--- src/rtl/debounce_step.sv ---
// Push-button conditioner: synchroniser, dwell-counted debounce FSM, and
// registered level plus single-cycle rise/fall pulses.
module debounce_step #(
    parameter int SYNC_STAGES     = 2,
    parameter int DEBOUNCE_CYCLES = 4
) (
    input  logic clk,
    input  logic reset,
    input  logic btn,
    output logic level,
    output logic rise,
    output logic fall
);
    localparam int             CW   = $clog2(DEBOUNCE_CYCLES + 1);
    localparam logic [CW-1:0]  LAST = CW'(DEBOUNCE_CYCLES - 1);

    typedef enum logic [1:0] {S_LOW, S_WAIT_HIGH, S_HIGH, S_WAIT_LOW} state_t;

    state_t                 state, state_nxt;
    logic [CW-1:0]          count, count_nxt;
    logic [SYNC_STAGES-1:0] sync;
    logic                   bs;
    logic                   level_nxt, rise_nxt, fall_nxt;

    assign bs = sync[SYNC_STAGES-1];

    always_ff @(posedge clk or posedge reset) begin
        if (reset) sync <= '0;
        else       sync <= {sync[SYNC_STAGES-2:0], btn};
    end

    // State register, with outputs registered alongside it
    always_ff @(posedge clk or posedge reset) begin
        if (reset) begin
            state <= S_LOW;
            count <= '0;
            level <= 1'b0;
            rise  <= 1'b0;
            fall  <= 1'b0;
        end else begin
            state <= state_nxt;
            count <= count_nxt;
            level <= level_nxt;
            rise  <= rise_nxt;
            fall  <= fall_nxt;
        end
    end

    always_comb begin
        state_nxt = state;
        count_nxt = count;
        case (state)
            S_LOW: begin
                count_nxt = '0;
                if (bs) begin
                    state_nxt = S_WAIT_HIGH;
                    count_nxt = CW'(1);
                end
            end
            S_WAIT_HIGH: begin
                if (!bs) begin
                    state_nxt = S_LOW;
                    count_nxt = '0;
                end else if (count == LAST) begin
                    state_nxt = S_HIGH;
                    count_nxt = '0;
                end else begin
                    count_nxt = count + CW'(1);
                end
            end
            S_HIGH: begin
                count_nxt = '0;
                if (!bs) begin
                    state_nxt = S_WAIT_LOW;
                    count_nxt = CW'(1);
                end
            end
            S_WAIT_LOW: begin
                if (bs) begin
                    state_nxt = S_HIGH;
                    count_nxt = '0;
                end else if (count == LAST) begin
                    state_nxt = S_LOW;
                    count_nxt = '0;
                end else begin
                    count_nxt = count + CW'(1);
                end
            end
            default: begin
                state_nxt = S_LOW;
                count_nxt = '0;
            end
        endcase
    end

    // Pulses fire only on completed dwells, never on bounce returns
    always_comb begin
        level_nxt = (state_nxt == S_HIGH) || (state_nxt == S_WAIT_LOW);
        rise_nxt  = (state == S_WAIT_HIGH) && (state_nxt == S_HIGH);
        fall_nxt  = (state == S_WAIT_LOW)  && (state_nxt == S_LOW);
    end
endmodule

--- config.mk ---
export PLATFORM = sky130hd
export DESIGN_NAME = debounce_step
export DESIGN_NICKNAME = d
export VERILOG_FILES = /design/src/rtl/debounce_step.sv
export SDC_FILE = /design/constraint.sdc
export NUM_CORES = 1
export LEC_CHECK = 0
export ABC_AREA = 1
export BUFFER_PORTS_ARGS = -buffer_cell sky130_fd_sc_hd__buf_4
export CAP_MARGIN = 10
export CORE_AREA = 2 2 39 41
export DETAILED_ROUTE_END_ITERATION = 12
export DIE_AREA = 0 0 41 43
export SLEW_MARGIN = 20
export SYNTH_ARGS = -nofsm -noshare
export SYNTH_HDL_FRONTEND = slang
export SYNTH_SLANG_ARGS = --single-unit
--- constraint.sdc ---
create_clock -name clk -period 1.1 [get_ports clk]
set_input_delay 0.11 -clock clk [delete_from_list [all_inputs] [get_ports clk]]
set_output_delay 0.11 -clock clk [all_outputs]
set_load 0.005 [all_outputs]
==> flow_summary.json <==
{
  "worstMarginPinSlew_ps": 336.6,
  "grt_pass1_wl_um": 828,
  "leakagePower_nw": 0.2367,
  "cp.arrival_ps": 1180,
  "post_cts_resized": 0,
  "num_rows": 14,
  "drtIter0Drc": 2,
  "synth_fp_nets": 36,
  "path_max_fanout": 2,
  "post-route-period-util": 0.8956,
  "placed_cells": 53,
  "finalNetCount": 48,
  "die_y_um": 43,
  "drive_above_1_share": 0.2558,
  "routed_wirelength_um": 507,
  "final_max_slew_viol_count": 0,
  "die_w_um": 41,
  "required_ps": 1290,
  "post-dp-hpwl_um": 352.6,
  "syn_area_sq_um": 330.3,
  "min_path_type": "in -> async",
  "netlist_top_cells_count": "dfrtp_1 (9), nand2_1 (7), inv_1 (6), nor2_1 (5)",
  "antenna_found_initial": 0,
  "ys.flop_type": "dfrtp_1",
  "drv_cap": 0,
  "n_antenna_cell": 0,
  "slew_headroom": 0.7754,
  "viasPerCell": 3.814,
  "grt_max_degree": 10,
  "track_usage": 0.08316,
  "synth_edf_count": 0,
  "skew_ps": 2.900,
  "cts_sinks": 9,
  "fmax_ghz": 1.015,
  "clk_pin_slew_worst_paths_ps": 60,
  "core_sq_um": 1384,
  "cts_root_buf": "clkbuf_4",
  "die_area_sq_um": 1763,
  "rsz0062_at_grt": "no",
  "synth.distinct_cells": 9,
  "worstSkewPairLatency_ps": 260,
  "cts_buffers": 3,
  "gr-total-overflow": 0,
  "wire_per_inst_um": 8.593,
  "final_cell_count_no_fill": 59,
  "fin_tns_setup_ps": 0,
  "yosysTopAreaCell": "dfrtp_1",
  "hold_viol_final": 0,
  "drtPass1Iterations": 2,
  "yosysTopAreaCellShare": 0.6818,
  "cts_buffer_depth": 2,
  "post_cts_buffers": 0,
  "via_count": 225,
  "drcViolationCount": 0,
  "setup_viol": 0,
  "finalPower_uw": 856.4,
  "p_per_area_nw_per_um2": 1967,
  "crit_type": "reg -> reg",
  "grt_pass1_vias": 206,
  "start_kind": "flop",
  "ios": 6,
  "initial_core_util": 0.2387,
  "cts_tree": "built",
  "syn_inst": 32,
  "synth.yosys.warnings": 0,
  "worstSetupEndpointType": "flop",
  "status": "finished clean",
  "syn_to_final_growth_pct": 31.82,
  "htreeDepth": 1,
  "async_reset_ff_frac": 1.000,
  "irDropWorstVdd_mv": 0.8048,
  "synth_seq_cells": 9,
  "placement.io_buffers": 5,
  "ant_nets": 0,
  "ctsHoldBuffers": 2,
  "yosysSeqAreaShare": 0.6818,
  "period_minus_slack_ps": 985.2,
  "syn_avg_cell_area_sq_um": 10.32,
  "synthMostInstantiatedCell": "dfrtp_1",
  "synthTopCellsByArea": "dfrtp_1 (68%), nand2_1 (8.0%), inv_1 (6.8%)",
  "gp_congestion": 0.7017
}
## report_power, final
| group | switching (mW) | internal [mW] | total, mW |
|---|---|---|---|
| clock | 0.118 | 0.134 | 0.252 |
| combinational | 0.0917 | 0.0771 | 0.169 |
| sequential | 0.0423 | 0.393 | 0.436 |
## critical path: stages, from the launching register on
cell and delay, ps:
dfrtp_1 380, ha_1 220, or2_1 220, nor2_1 100
## worst paths after layout
kind,from,to,slack [ps],cells past startpoint
worst max-delay path,count[0],count[2],110,3
worst min-delay path,reset,sync[0],360,3
worst max register to register,count[0],count[2],110,3
worst min register to register,sync[0],sync[1],360,0
max in group asynchronous,reset,count[2],490,3
min in group clk,sync[0],sync[1],360,0
## flip-flops by register name, summed over array words and instances (netlist names)
signal	count
fall	1
state	2
count	3
sync	2
rise	1
## kinds of logic after synthesis
| group | share of synthesized area |
|---|---|
| flops | 0.6818 |
| simple gates | 0.1856 |
| compound gates | 0.01514 |
| fa+ha+maj | 0.03787 |
| buf+inv | 0.07953 |
## layout make-up
type	count	area (sq um)
clock buffers	3	22.52
inverters	7	26.28
well taps	16	20.02
multi-input cells	16	78.83
repair buffers	7	57.56
flip-flops and latches	9	225.2
fillers	141	948.4
clock inverters	1	5.005
## layer usage
layer,global-route usage,wire [um],up-vias,share of wire
met3,0.09424,25,2,0.049
met5,0,0,-,0
met2,0.1000,236,5,0.47
li1,-,-,115,-
met1,0.07641,234,103,0.46
met4,0.06000,10,0,0.020
## placed cells by master (no fill, tap or decap), drive strengths merged
master	instances
ha	1
nand3	1
or2	1
o21ai	1
buf	5
nand2	7
nor2	5
inv	7
clkinv	1
dlygate4sd3	2
dfrtp	9
clkbuf	3
## per-stage QoR
stage / util / area (sq um) / hold WS [ps] / setup slack [ps]
final: 0.3146 / 435.4 / 360.2 / 114.8
after CTS: 0.3146 / 435.4 / 365.6 / 104.4
after global routing: 0.3146 / 435.4 / 365.8 / 81.77
after global placement: 0.2803 / 387.9 / 89.47 / 146.7
after floorplan: - / 330.3 / -62.08 / 163.3
after detailed placement: 0.2803 / 387.9 / 102.8 / 121.5
Note: power is estimated with default switching activity, not from simulation.
